==> src/rtl/wb_stage.sv <==
// Writeback stage: aligns/extends load data and drives the regfile write port, counts retired instructions.
// Latency: non-load writes one cycle after accept; loads write one cycle after the mem_rvalid edge.
// Backpressure: in_ready drops while a load waits for data and while rst is held low.
module wb_stage #(
  parameter int XLEN       = 32,
  parameter int REG_ADDR_W = 5
) (
  input  logic                  clk,
  input  logic                  rst,
  input  logic                  in_valid,
  output logic                  in_ready,
  input  logic [REG_ADDR_W-1:0] in_rd,
  input  logic                  in_wreg,
  input  logic                  in_is_load,
  input  logic [2:0]            in_funct3,
  input  logic [1:0]            in_addr_lo,
  input  logic [XLEN-1:0]       in_result,
  input  logic                  mem_rvalid,
  input  logic [XLEN-1:0]       mem_rdata,
  output logic [REG_ADDR_W-1:0] waddr,
  output logic                  we,
  output logic [XLEN-1:0]       wdata,
  output logic [63:0]           instret,
  output logic                  bad_load
);

  typedef enum logic {S_IDLE = 1'b0, S_LOAD_WAIT = 1'b1} state_e;

  localparam logic [2:0] F3_LB  = 3'b000;
  localparam logic [2:0] F3_LH  = 3'b001;
  localparam logic [2:0] F3_LW  = 3'b010;
  localparam logic [2:0] F3_LBU = 3'b100;
  localparam logic [2:0] F3_LHU = 3'b101;

  state_e state_q, state_d;

  logic [REG_ADDR_W-1:0] waddr_q, waddr_d;
  logic                  we_q, we_d;
  logic [XLEN-1:0]       wdata_q, wdata_d;
  logic [63:0]           instret_q, instret_d;
  logic                  bad_q, bad_d;

  // Load context captured at accept time, consumed when data returns.
  logic [REG_ADDR_W-1:0] ld_rd_q, ld_rd_d;
  logic                  ld_wreg_q, ld_wreg_d;
  logic [2:0]            ld_f3_q, ld_f3_d;
  logic [1:0]            ld_lo_q, ld_lo_d;

  logic            accept;
  logic            data_done;
  logic            ld_bad;
  logic [7:0]      ld_byte;
  logic [15:0]     ld_half;
  logic [XLEN-1:0] ld_result;

  assign accept    = in_valid && in_ready;
  assign data_done = (state_q == S_LOAD_WAIT) && mem_rvalid;

  // State register with synchronous active-low reset.
  always_ff @(posedge clk) begin
    if (!rst) state_q <= S_IDLE;
    else      state_q <= state_d;
  end

  // Next state: a load parks the stage until its data pulse arrives.
  always_comb begin
    state_d = state_q;
    unique case (state_q)
      S_IDLE:      if (accept && in_is_load) state_d = S_LOAD_WAIT;
      S_LOAD_WAIT: if (mem_rvalid)           state_d = S_IDLE;
      default:     state_d = S_IDLE;
    endcase
  end

  // FSM output: ready only in IDLE and never while reset is asserted.
  always_comb begin
    in_ready = 1'b0;
    if (rst && state_q == S_IDLE) in_ready = 1'b1;
  end

  // Misalignment / illegal width check on the captured load.
  always_comb begin
    ld_bad = 1'b0;
    unique case (ld_f3_q)
      F3_LB, F3_LBU: ld_bad = 1'b0;
      F3_LH, F3_LHU: ld_bad = ld_lo_q[0];
      F3_LW:         ld_bad = (ld_lo_q != 2'b00);
      default:       ld_bad = 1'b1;
    endcase
  end

  // Lane select from the aligned word, then width-specific extension.
  always_comb begin
    ld_byte   = 8'(mem_rdata >> {ld_lo_q, 3'b000});
    ld_half   = 16'(mem_rdata >> {ld_lo_q[1], 4'b0000});
    ld_result = mem_rdata;
    unique case (ld_f3_q)
      F3_LB:   ld_result = {{(XLEN-8){ld_byte[7]}}, ld_byte};
      F3_LBU:  ld_result = {{(XLEN-8){1'b0}}, ld_byte};
      F3_LH:   ld_result = {{(XLEN-16){ld_half[15]}}, ld_half};
      F3_LHU:  ld_result = {{(XLEN-16){1'b0}}, ld_half};
      default: ld_result = mem_rdata;
    endcase
  end

  // Writeback, retire counter, sticky error and load context next-state.
  always_comb begin
    waddr_d   = waddr_q;
    wdata_d   = wdata_q;
    we_d      = 1'b0;
    instret_d = instret_q;
    bad_d     = bad_q;
    ld_rd_d   = ld_rd_q;
    ld_wreg_d = ld_wreg_q;
    ld_f3_d   = ld_f3_q;
    ld_lo_d   = ld_lo_q;
    if (accept) begin
      if (in_is_load) begin
        ld_rd_d   = in_rd;
        ld_wreg_d = in_wreg;
        ld_f3_d   = in_funct3;
        ld_lo_d   = in_addr_lo;
      end else begin
        waddr_d   = in_rd;
        wdata_d   = in_result;
        we_d      = in_wreg && (in_rd != '0);
        instret_d = instret_q + 64'd1;
      end
    end else if (data_done) begin
      // A bad load still retires but leaves the write data untouched.
      waddr_d   = ld_rd_q;
      instret_d = instret_q + 64'd1;
      if (ld_bad) begin
        bad_d = 1'b1;
      end else begin
        wdata_d = ld_result;
        we_d    = ld_wreg_q && (ld_rd_q != '0);
      end
    end
  end

  // Datapath registers; reset abandons any pending load.
  always_ff @(posedge clk) begin
    if (!rst) begin
      waddr_q   <= '0;
      wdata_q   <= '0;
      we_q      <= 1'b0;
      instret_q <= '0;
      bad_q     <= 1'b0;
      ld_rd_q   <= '0;
      ld_wreg_q <= 1'b0;
      ld_f3_q   <= '0;
      ld_lo_q   <= '0;
    end else begin
      waddr_q   <= waddr_d;
      wdata_q   <= wdata_d;
      we_q      <= we_d;
      instret_q <= instret_d;
      bad_q     <= bad_d;
      ld_rd_q   <= ld_rd_d;
      ld_wreg_q <= ld_wreg_d;
      ld_f3_q   <= ld_f3_d;
      ld_lo_q   <= ld_lo_d;
    end
  end

  assign waddr    = waddr_q;
  assign we       = we_q;
  assign wdata    = wdata_q;
  assign instret  = instret_q;
  assign bad_load = bad_q;

endmodule

==> config.mk <==
export PLATFORM = sky130hd
export DESIGN_NAME = wb_stage
export DESIGN_NICKNAME = d
export VERILOG_FILES = /design/src/rtl/wb_stage.sv
export SDC_FILE = /design/constraint.sdc
export NUM_CORES = 1
export LEC_CHECK = 0
export ABC_AREA = 1
export CORE_MARGIN = 4
export CORE_UTILIZATION = 49
export DETAILED_ROUTE_END_ITERATION = 10
export PLACE_DENSITY = 0.81
export SYNTH_ARGS = -nofsm -noshare
export SYNTH_HDL_FRONTEND = slang
export SYNTH_SLANG_ARGS = --single-unit
==> constraint.sdc <==
create_clock -name clk -period 4.3 [get_ports clk]
set_input_delay 1.075 -clock clk [delete_from_list [all_inputs] [get_ports clk]]
set_output_delay 1.075 -clock clk [all_outputs]
set_load 0.03 [all_outputs]
==> results.json <==
{
  "run_status": "completed",
  "synth_seq_cells": 115,
  "main_combinational_cell_family_by_area_after_synthesis": "simple AND/OR/NAND/NOR gates",
  "timing.fmax_ghz": 0.317,
  "synth_xor_xnor_area_share": 0.00915,
  "grt_util_met3": 0.0682,
  "die_width_um": 125,
  "critical-path-top-delay-family": "buffers and inverters",
  "clk_pin_slew_worst_paths_ns": 0.05,
  "worst_clock_skew_ns": 0.00892,
  "cts_root_buf": "clkbuf_16",
  "first_drt_pass_iteration_count": 7,
  "worst_pin_slew_ns": 0.839,
  "synth_area_per_cell_um2": 6.32,
  "largest_net_degree_at_the_start_of_global_routing": 56,
  "finalWorstSetupSlack_ns": 1.15,
  "cpPeakStageDelay_ns": 0.35,
  "slowest_cell_on_the_critical_path": "buf_4",
  "power.total_mw": 3.08,
  "cp_max_fo": 29,
  "design.die.area_um2": 15600,
  "grt_antenna_before_repair": 1,
  "cts_buffers": 17,
  "grt_overflow": 0,
  "critical_path_buf_inv_count": 4,
  "worst_ir_drop_on_vdd_v": 0.000269,
  "detailedPlacementHpwl_mm": 16.4,
  "timing.critical_path.cells": "buf_2 -> buf_4 -> inv_2 -> nor2_1 -> buf_4",
  "critical-path-top-cell-by-count": "buf_4",
  "grt_pass1_vias": 7026,
  "rsz0062_at_grt": "no",
  "worst_hold_path.num_cells": 2,
  "critical_path.reg2reg.startpoint": "ld_f3_q[1]",
  "dp_worst_setup_slack_ns": 0.718,
  "synth_compound_area_frac": 0.152,
  "drt_iter0_drc": 698,
  "post_cts.repair.setup_buffers": 0,
  "maxSlewViolCount": 0,
  "core-area_um2": 13300,
  "final_period_minus_worst_setup_slack_ns": 3.15,
  "fin_tns_setup_ns": 0,
  "setup.reg_to_reg.worst_slack_ns": 1.64,
  "simple_gate_share_of_the_synthesized_area": 0.407,
  "worstHoldStart": "wdata[31]",
  "min_period_over_period": 0.733,
  "detailroute.via_count": 7558,
  "grt_pass1_wl_mm": 35.4,
  "gp_routability_congestion": 0.919,
  "reg2reg_to": "wdata[2]",
  "cell_area_after_synthesis_um2": 6700,
  "synth_cell_type_count": 42,
  "setup_violations": 0,
  "postCtsHoldBufs": 0,
  "htree_num_levels": 4,
  "synth-warning-count": 0,
  "yosys_most_used_dff": "dfxtp_1",
  "row_count": 42,
  "grtUsageTotal": 0.276,
  "drive_gt1_frac": 0.0772,
  "static-leakage-power_nw": 3.55,
  "finish.net_count": 1311,
  "clock_path_buffers": 2,
  "synthMuxAreaShare": 0,
  "timing.critical_path.required_ns": 3.22,
  "min_delay_worst_endpoint": "wdata[31]",
  "clock_sinks": 115,
  "seq_area_frac_synth": 0.343,
  "place.port_buffers": 183,
  "die_h_um": 125,
  "ctsResizeCount": 0,
  "async_flop_share": 0,
  "detail_route.wirelength_mm": 22.0,
  "initial_standard_cell_utilization_of_the_core": 0.504,
  "synth-edff-count": 0,
  "met1_usage": 0.361,
  "maxSlewHeadroom": 0.440,
  "cap_violations": 0,
  "cp_data_arrival_time_ns": 2.08,
  "hold_path.class": "flip-flop to flip-flop",
  "synthesis.instances": 1061,
  "syn-num-nets": 1142,
  "top_level_ports": 184,
  "cp_num_cells": 5,
  "grt.met2_usage": 0.446,
  "crit_path_start_kind": "input port",
  "clkLatencyLatePin_ns": 0.42,
  "route.detailed.wl_per_inst_um": 15.5,
  "setup.worst_path.end_class": "output pin",
  "final_hold_viol_count": 0,
  "globalRoute.busiestLayer": "met2",
  "drc": 0,
  "crit_type": "input port to output pin",
  "power.density_nw_per_um2": 333,
  "worst_reg2reg_path_depth": 8,
  "ant_nets": 0,
  "syn2layout_area_growth_pct": 37.9,
  "cts_tree": "built",
  "vias_per_cell": 5.32,
  "post_synth_fa_ha_maj_area_fraction": 0.00187
}
layout make-up:
cell class	count	area, um2
tap	176	220
inverter	104	390
sequential	115	2300
multi-input combinational	801	3820
clock buffer	19	443
antenna	1	2.50
fill	1158	4060
timing repair buffer	191	1880
clock inverter	13	181
worst min-delay path: cells and delay by family (launching register included):
kind	cells	cell delay, ns
flip-flops	1	0.31
AND/OR/NAND/NOR	1	0.06
AO/OA/AOI/OAI	1	0.06
cell usage in the layout (no fill, tap or decap), types with 3 or more instances in the layout:
cell type        count
xnor2_1              4
inv_2               11
o21a_1               7
a31oi_1              8
nand4_1             17
bufinv_16            4
a21oi_1             94
dfxtp_1            115
and3_1               3
o22ai_1              3
nor2_8               4
o21ai_1             12
buf_4                9
nor2_4               6
inv_1               91
o211ai_1             6
nor3_1              22
clkinv_2             4
o21ai_0             53
nand3b_1            16
nor4_1               4
nor2_1             176
nand2_2              8
nand2_1            276
or2_2                5
nor2_2              11
clkbuf_16           17
clkdlybuf4s50_1    181
xor2_1               3
nand3_1             43
nand3_2              5
stage by stage:
stage,cells,hold WS [ns],instance area (um2),utilization
final,1420,0.472,9240,0.695
after global routing,1420,0.484,9240,0.695
after CTS,1419,0.473,9240,0.695
after detailed placement,1387,0.461,8610,0.648
after global placement,1387,0.456,8610,0.648
after floorplan,1061,0.445,6700,-
flip-flops by register name (all words and copies together) (netlist names):
| register | count |
|---|---|
| ld_wreg_q | 1 |
| ld_f3_q | 3 |
| waddr | 5 |
| wdata | 32 |
| state_q | 1 |
| ld_lo_q | 2 |
| we | 1 |
| ld_rd_q | 5 |
| bad_load | 1 |
| instret | 64 |
routing by layer:
metal  share of wire  wire length (um)  vias to the layer above
li1                -                 -                     3776
met1            0.44              9590                     3385
met2            0.46             10100                      349
met3           0.081              1770                       48
met4           0.021               463                        0
met5               0                 0                        -
synthesized netlist by cell type (6+ instances only):
cell / instances / area (um2)
nand2_1: 276 / 1040
nor2_1: 176 / 661
dfxtp_1: 115 / 2300
a21oi_1: 94 / 470
inv_1: 92 / 345
o21ai_0: 53 / 265
nand3_1: 43 / 215
nor3_1: 22 / 110
buf_2: 17 / 85.1
nand4_1: 17 / 106
clkbuf_1: 16 / 60.1
nand3b_1: 16 / 120
o21ai_1: 12 / 60.1
nor2_2: 11 / 68.8
inv_2: 10 / 37.5
a31oi_1: 8 / 50.1
nand2_2: 8 / 50.1
o21a_1: 7 / 52.6
nor2_4: 6 / 67.6
o211ai_1: 6 / 45.0
worst max path at each step:
stage                        start        to  slack, ns
after floorplan                rst  in_ready       1.17
after global placement    in_valid  wdata[2]       0.84
after detailed placement  in_valid  wdata[2]       0.72
after CTS                 in_valid  wdata[2]       1.16
after global routing      in_valid  wdata[2]       0.98
final                          rst  in_ready       1.15
cells by family (layout without fill, tap and decap cells):
family                     count (synthesis)  after routing
AOI/OAI and AO/OA                        190            190
xor gates and xnor gates                   7              7
adders and majority gates                  1              1
buffers and inverters                    145            327
DFF                                      115            115
other                                      0              1
and+or+nand+nor                          603            603
where the power goes:
group / leakage, nW / total [mW] / switching [mW] / internal (mW)
combinational: 2.31 / 0.447 / 0.257 / 0.189
clock: 0.304 / 1.50 / 0.519 / 0.983
sequential: 0.933 / 1.13 / 0.0262 / 1.10
Power figures use the tool's default switching activity.
